==> src/rtl/top_design.sv <==
// GCD engine built from a controller FSM and a small datapath.
// Operand A is loaded, then operand B. The engine repeatedly subtracts the
// smaller working register from the larger one until the two are equal or
// one of them is zero. The result is then held in DONE.
//
// Ports:
//   i_clk       - clock; all state changes happen on its rising edge
//   i_rst_n     - asynchronous active-low reset
//   start       - request to begin a computation (sampled in IDLE and DONE)
//   data_input  - operand bus: A during LOADA, B during LOADB
//   p_STATE     - current controller state code
//   done        - high while the result is valid (DONE state only)
//   out_A/out_B - A and B working registers
//   Sub_out     - larger minus smaller of out_A/out_B (0 when equal)
//   EQ/LT/GT    - unsigned compare of out_A against out_B
//   gcd_out     - out_B when out_A is zero, otherwise out_A
module top_design #(
  parameter int DATA_WIDTH  = 8,
  parameter int STATE_WIDTH = 3
) (
  input  logic                   i_clk,
  input  logic                   i_rst_n,
  input  logic                   start,
  input  logic [DATA_WIDTH-1:0]  data_input,
  output logic [STATE_WIDTH-1:0] p_STATE,
  output logic                   done,
  output logic [DATA_WIDTH-1:0]  out_A,
  output logic [DATA_WIDTH-1:0]  out_B,
  output logic [DATA_WIDTH-1:0]  Sub_out,
  output logic                   EQ,
  output logic                   LT,
  output logic                   GT,
  output logic [DATA_WIDTH-1:0]  gcd_out
);

  typedef enum logic [2:0] {
    S_IDLE  = 3'd0,
    S_LOADA = 3'd1,
    S_LOADB = 3'd2,
    S_CMP   = 3'd3,
    S_SUBA  = 3'd4,
    S_SUBB  = 3'd5,
    S_DONE  = 3'd6
  } state_t;

  state_t                r_state;
  logic [DATA_WIDTH-1:0] r_a;
  logic [DATA_WIDTH-1:0] r_b;
  logic [2:0]            w_state_code;
  logic                  w_eq;
  logic                  w_lt;
  logic                  w_gt;
  logic [DATA_WIDTH-1:0] w_diff;

  // Datapath: comparator and larger-minus-smaller subtractor. Because the
  // subtractor always takes the larger operand first, SUBA/SUBB never wrap.
  always_comb begin
    w_eq   = (r_a == r_b);
    w_lt   = (r_a <  r_b);
    w_gt   = (r_a >  r_b);
    w_diff = '0;
    if (w_gt) begin
      w_diff = r_a - r_b;
    end else if (w_lt) begin
      w_diff = r_b - r_a;
    end
  end

  // Controller and working registers.
  always_ff @(posedge i_clk or negedge i_rst_n) begin
    if (!i_rst_n) begin
      r_state <= S_IDLE;
      r_a     <= '0;
      r_b     <= '0;
    end else begin
      case (r_state)
        S_IDLE: begin
          if (start) begin
            r_state <= S_LOADA;
          end
        end
        S_LOADA: begin
          r_a     <= data_input;
          r_state <= S_LOADB;
        end
        S_LOADB: begin
          r_b     <= data_input;
          r_state <= S_CMP;
        end
        S_CMP: begin
          if (w_eq || (r_a == '0) || (r_b == '0)) begin
            r_state <= S_DONE;
          end else if (w_gt) begin
            r_state <= S_SUBA;
          end else begin
            r_state <= S_SUBB;
          end
        end
        S_SUBA: begin
          r_a     <= w_diff;
          r_state <= S_CMP;
        end
        S_SUBB: begin
          r_b     <= w_diff;
          r_state <= S_CMP;
        end
        S_DONE: begin
          if (!start) begin
            r_state <= S_IDLE;
          end
        end
        // Unused code 7 recovers to IDLE.
        default: r_state <= S_IDLE;
      endcase
    end
  end

  assign w_state_code = r_state;
  assign p_STATE      = STATE_WIDTH'(w_state_code);
  assign done         = (r_state == S_DONE);
  assign out_A        = r_a;
  assign out_B        = r_b;
  assign Sub_out      = w_diff;
  assign EQ           = w_eq;
  assign LT           = w_lt;
  assign GT           = w_gt;
  assign gcd_out      = (r_a == '0) ? r_b : r_a;

endmodule

==> config.mk <==
export PLATFORM = sky130hd
export DESIGN_NAME = top_design
export DESIGN_NICKNAME = d
export VERILOG_FILES = /design/src/rtl/top_design.sv
export SDC_FILE = /design/constraint.sdc
export NUM_CORES = 1
export LEC_CHECK = 0
export ABC_AREA = 1
export BUFFER_PORTS_ARGS = -buffer_cell sky130_fd_sc_hd__buf_2
export CAP_MARGIN = 20
export CORE_MARGIN = 2
export CORE_UTILIZATION = 37
export CTS_BUF_LIST = sky130_fd_sc_hd__clkbuf_4 sky130_fd_sc_hd__clkbuf_8
export DETAILED_ROUTE_END_ITERATION = 10
export SETUP_SLACK_MARGIN = 0.05
export SLEW_MARGIN = 10
export SYNTH_ARGS = -nofsm -noshare
export SYNTH_HDL_FRONTEND = slang
export SYNTH_SLANG_ARGS = --single-unit
==> constraint.sdc <==
create_clock -name i_clk -period 3 [get_ports i_clk]
set_input_delay 0.9 -clock i_clk [delete_from_list [all_inputs] [get_ports i_clk]]
set_output_delay 0.9 -clock i_clk [all_outputs]
set_load 0.02 [all_outputs]
=== After elaboration in Yosys (flattened, before gate mapping) ===
Cells that the tools add are included.

* Add/subtract/negate cells: 2
* Multipliers: 0
* Div/mod/pow operators: 0
* $lt $le $gt $ge: 2
* Eq/ne operators: 9
* Shift-type cells: 0
* Muxes and demuxes: 10
* Bitwise gates (word level): 0
* Reduce and logical (&&, ||, !) cells: 9

{| class="wikitable"
|+ Operators by type and width
! kind !! count
|-
| one-hot mux 8 bit (2 select lines) || 2
|-
| 2-to-1 mux 8 bit || 3
|-
| logical NOT 8 bit || 2
|-
| subtractor 8 bit || 2
|-
| one-hot mux 3 bit (5 select lines) || 1
|-
| == test 3 bit, second input constant || 3
|-
| == test 8 bit || 1
|-
| greater-than comparator 8 bit || 1
|-
| less-than comparator 8 bit || 1
|-
| == test 3 x 2 -> 1 bit, second input constant || 2
|-
| 2-to-1 mux 3 bit || 2
|-
| != test 2 bit, second input constant || 2
|-
| nonzero test 2 bit || 2
|-
| == test 3 x 1 -> 1 bit, second input constant || 1
|-
| logical NOT 3 bit || 1
|-
| OR reduction 3 bit || 1
|-
| logical OR 1 bit || 2
|-
| 2-to-1 mux 2 bit || 1
|-
| AND reduction 2 bit || 1
|-
| 2-to-1 mux 1 bit || 1
|}

* Register bits after elaboration: 19
* Latch bits: 0
* RAM bits: 0
* ROM bits: 0
* Input bits: 11
* Output and inout port bits: 39
* Word-level logic and storage cells: 35
* Memories: 0

=== Logic depth before layout (Yosys ltp) ===
* Depth in word-level cells: 5
* Depth in mapped cells: 14
* Depth with buffers taken out: 13

=== Least setup slack after synthesis ===
No wires, ideal clock.

* Path type: flip-flop to output port
* From: reg r_a[0] (netlist: out_A[0])
* To: out Sub_out[1]
* Arrival: 2.044 ns
* Data required time: 2.100 ns
* Slack: 0.056 ns
* Stages on the path, launching flop included: 11
* Buffers on the path: 0
* Cells stage by stage: dfrtp_1 -> inv_1 -> ha_1 -> fa_1 -> inv_1 -> nand2_1 -> nand2_2 -> a21oi_4 -> nor2_4 -> nand2_1 -> nand2_1

* Cells in the longest elaborated chain, start to end: 3
* Elaborated cells between the ends (all ways): 6
* Classes of those cells: add/sub (2); order compare (2); mux (2)

{| class="wikitable"
|+ Ends and longest elaborated chain
! what !! line !! source
|-
| start, declared || 47 || <nowiki>logic [DATA_WIDTH-1:0] r_a;</nowiki>
|-
| start signal, assigned || 83 || <nowiki>r_a <= data_input;</nowiki>
|-
| start signal, assigned || 100 || <nowiki>r_a <= w_diff;</nowiki>
|-
| less-than comparator 8 bit || 59 || <nowiki>w_lt = (r_a < r_b);</nowiki>
|-
| via LT || 31 || <nowiki>output logic LT,</nowiki>
|-
| 2-to-1 mux 8 bit || 64 || <nowiki>end else if (w_lt) begin</nowiki>
|-
| 2-to-1 mux 8 bit || 62 || <nowiki>if (w_gt) begin</nowiki>
|-
| end, declared || 29 || <nowiki>output logic [DATA_WIDTH-1:0] Sub_out,</nowiki>
|}

The timed path passes the listed nets, and every way through them passes these cells.

=== Worst setup path after layout ===
* From: reg r_b[0] (netlist: out_B[0])
* To: out Sub_out[4]

* Cells in the longest elaborated chain, start to end: 3
* Elaborated cells between the ends (all ways): 6
* Classes of those cells: add/sub (2); order compare (2); mux (2)

{| class="wikitable"
|+ Ends and longest elaborated chain
! what !! line !! source
|-
| start, declared || 48 || <nowiki>logic [DATA_WIDTH-1:0] r_b;</nowiki>
|-
| start signal, assigned || 87 || <nowiki>r_b <= data_input;</nowiki>
|-
| start signal, assigned || 104 || <nowiki>r_b <= w_diff;</nowiki>
|-
| subtractor 8 bit or less-than comparator 8 bit (tied branches) || 65, 59 ||
|-
| 2-to-1 mux 8 bit || 64 ||
|-
| 2-to-1 mux 8 bit * || 62 ||
|}

Mark *: on every way between the ends. The rest lies on a longest branch, timed or not.

==> out/metrics.csv <==
stage,metric,value,unit
sta,setup_viol,0,
layout,diodes,0,
detailed_routing,routed_wl,6.96,mm
sta,fin_crit,2.98,ns
detailed_routing,post-route-drc-count,0,
layout,fillers,486,
setup_path,path_class,register to output pin,
yosys,syn_nets,323,
setup_path,r2r-start,out_B[0],
detailed_routing,dr.pass1.iters,4,
layout,syn_to_final_growth,52.6,%
placement,place_congestion,0.861,
setup_path,cp.required,2.10,ns
placement,hpwl,4.96,mm
grt,grt_pass1_wl,10.4,mm
setup_path,worst-path-buf-inv,3,
detailed_routing,vias_per_cell,5.10,
detailed_routing,routedWlPerCell,15.5,um
yosys,synth_cell_types,25,
yosys,yosys_register_bits,19,
clock_network,clock_sink_count,19,
yosys,synth.avg_cell_area,6.37,um^2
floorplan,die_w,75.2,um
setup_path,critPathLaunchType,register,
floorplan,ios,50,
hold_path,hp-class,register to register,
floorplan,core_area,4820,um^2
floorplan,dieHeight,75.2,um
setup_path,worst-r2r-cell-count,11,
floorplan,start_util,0.390,
clock_network,cts_tree,done,
layout,fin_area,2870,um^2
grt,grt_overflow,0,
grt,grt_max_degree,20,
sta,fin_skew,0.00505,ns
sta,hold_viol_final,0,
grt,antenna_found_initial,0,
setup_path,worst_setup_path_end_kind,output pin,
yosys,syn-instance-count,295,
detailed_routing,vias,2289,
yosys,ys_seq_area_frac,0.253,
run_status,status,completed,
setup_path,reg2reg_to,out_A[4],
clock_network,path_clk_slew,0.08,ns
detailed_routing,drt_iter0_markers,145,
clock_network,ctsHoldBuffers,0,
setup_path,cp.depth,10,
grt,track_usage,0.243,
clock_network,cts-root-buf,clkbuf_8,
clock_network,cts_max_level,1,
sta,fin_crit_sh,0.992,
detailed_routing,postRouteAntennaNets,0,
setup_path,slowest_stage,dfrtp_2,
sta,fin_ws,0.0235,ns
placement,port_buffers,49,
setup_path,cp_common_cell,nand2_2,
clock_network,cts_max_path_buffers,2,
floorplan,rows,25,
setup_path,rrSetupSlack,0.97,ns
hold_path,hp-start,out_B[7],
layout,drive_above_1_share,0.427,
setup_path,slowest_delay,0.45,ns
placement,placed_cell_area,2250,um^2
placement,dp_slack,0.0905,ns
sta,max_freq,0.336,GHz
clock_network,numCtsBuffers,3,
clock_network,clk_latency,0.26,ns
setup_path,worstPathCellList,"inv_2, ha_4, inv_2, fa_2, nand2_2, nand2_2, or2_4, nand3_4, nand2_2, buf_6",
sta,tightest_slew,0.547,ns
grt,grt_pass1_vias,2184,
floorplan,dieArea,5660,um^2
setup_path,worstPathMaxFanout,3,
yosys,ys_warn_count,0,
hold_path,hold_end,out_B[7],
setup_path,worstPathArrival,2.08,ns
sta,slew_violations,0,
sta,rsz0062_at_grt,yes,
hold_path,hold_depth,2,
setup_path,crit_family,simple AND/OR/NAND/NOR gates,
sta,maxSlewHeadroom,0.634,
yosys,netlist_area,1880,um^2
layout,finalNetCount,411,
job,max_cap_viol_count,0,
routing by layer:
layer	global-route usage	wire length (um)	share of wire
met4	0.0604	122	0.018
met3	0.0361	433	0.062
met2	0.402	3320	0.48
met5	0	0	0
met1	0.336	3080	0.44
cell usage after synthesis:
library cell | n | area (um^2)
a21oi_1 | 12 | 60.1
a21oi_2 | 1 | 8.76
a21oi_4 | 1 | 16.3
buf_4 | 1 | 7.51
buf_6 | 1 | 11.3
clkinv_1 | 1 | 3.75
dfrtp_1 | 19 | 475
fa_1 | 2 | 40.0
ha_1 | 15 | 188
inv_1 | 55 | 206
inv_2 | 3 | 11.3
nand2_1 | 99 | 372
nand2_2 | 5 | 31.3
nand3_1 | 28 | 140
nand4_1 | 8 | 50.1
nor2_1 | 8 | 30.0
nor2_2 | 1 | 6.26
nor2_4 | 1 | 11.3
nor3_4 | 1 | 16.3
o21ai_0 | 21 | 105
o21ai_2 | 1 | 8.76
o22ai_1 | 5 | 31.3
or2_2 | 2 | 12.5
xnor2_1 | 2 | 17.5
xor2_1 | 2 | 17.5
flip-flops by register name, summed over array words and instances (netlist names):
signal and flops:
p_STATE 3, out_A 8, out_B 8
per-stage QoR:
stage | std cells | setup TNS [ns] | util | hold slack (ns)
final | 449 | 0 | 0.595 | 0.561
after global routing | 449 | -0.114 | 0.595 | 0.603
after CTS | 440 | -0.102 | 0.532 | 0.546
after detailed placement | 417 | 0 | 0.467 | 0.521
after global placement | 417 | 0 | 0.467 | 0.512
after floorplan | 295 | 0 | - | 0.604
repair_timing:
| item | 4_1_cts | 5_1_grt |
|---|---|---|
| gates resized for setup | 39 | 56 |
| pin swaps | 8 | 16 |
| setup endpoints to repair | 8 | 9 |
| setup buffers | 18 | 9 |
| hold endpoints to repair | 0 | 0 |
| gates cloned | 1 | 0 |
layout make-up:
type                    count  area [um^2]  area share
inverters                  59          221      0.0773
clock buffers               3         41.3      0.0144
well taps                  67         83.8      0.0293
repair buffers             84          571       0.199
flip-flops and latches     19          480       0.168
clock inverters             1         5.00     0.00175
multi-input cells         216         1460       0.510
worst max path at each step:
stage	endpoint	from	slack (ns)
2_1_floorplan	Sub_out[1]	out_A[0]	0.06
3_3_place_gp	Sub_out[6]	out_A[1]	0.13
3_5_place_dp	Sub_out[6]	out_A[0]	0.09
4_1_cts	Sub_out[6]	out_B[0]	-0.02
5_1_grt	Sub_out[6]	out_B[0]	-0.04
6_report	Sub_out[4]	out_B[0]	0.02
cell families (layout without fill, tap and decap cells):
| family | count (synthesis) | count (layout) | synth area share |
|---|---|---|---|
| XOR/XNOR | 4 | 4 | 0.0187 |
| AND/OR/NAND/NOR | 153 | 153 | 0.356 |
| buffers and inverters | 61 | 147 | 0.128 |
| flip-flops | 19 | 19 | 0.253 |
| AO/OA/AOI/OAI | 41 | 42 | 0.123 |
| adder cells (fa/ha/maj) | 17 | 17 | 0.121 |
cells in the final DEF (no fill, tap or decap), drive strengths merged:
master | Yosys | layout
nor3 | 1 | 1
xnor2 | 2 | 2
buf | 2 | 84
nand4 | 8 | 8
dfrtp | 19 | 19
o21ai | 22 | 22
fa | 2 | 2
nand2 | 104 | 104
a21oi | 14 | 15
nor2 | 10 | 10
clkbuf | 0 | 3
o22ai | 5 | 5
clkinv | 1 | 1
nand3 | 28 | 28
ha | 15 | 15
or2 | 2 | 2
xor2 | 2 | 2
inv | 58 | 59
worst reg2reg max path, cell delays in order (launching register included):
cell and delay [ns]:
dfrtp_2 0.45, inv_2 0.09, ha_4 0.12, inv_2 0.04, fa_2 0.41, nand2_2 0.09
nand2_2 0.08, or2_4 0.27, nand3_4 0.08, nand3_1 0.13, nand2_1 0.11, nand2_1 0.05
Power is left out: the tool's default activity adds up to more than one toggle a clock period on the data nets, which glitch-free logic cannot reach.
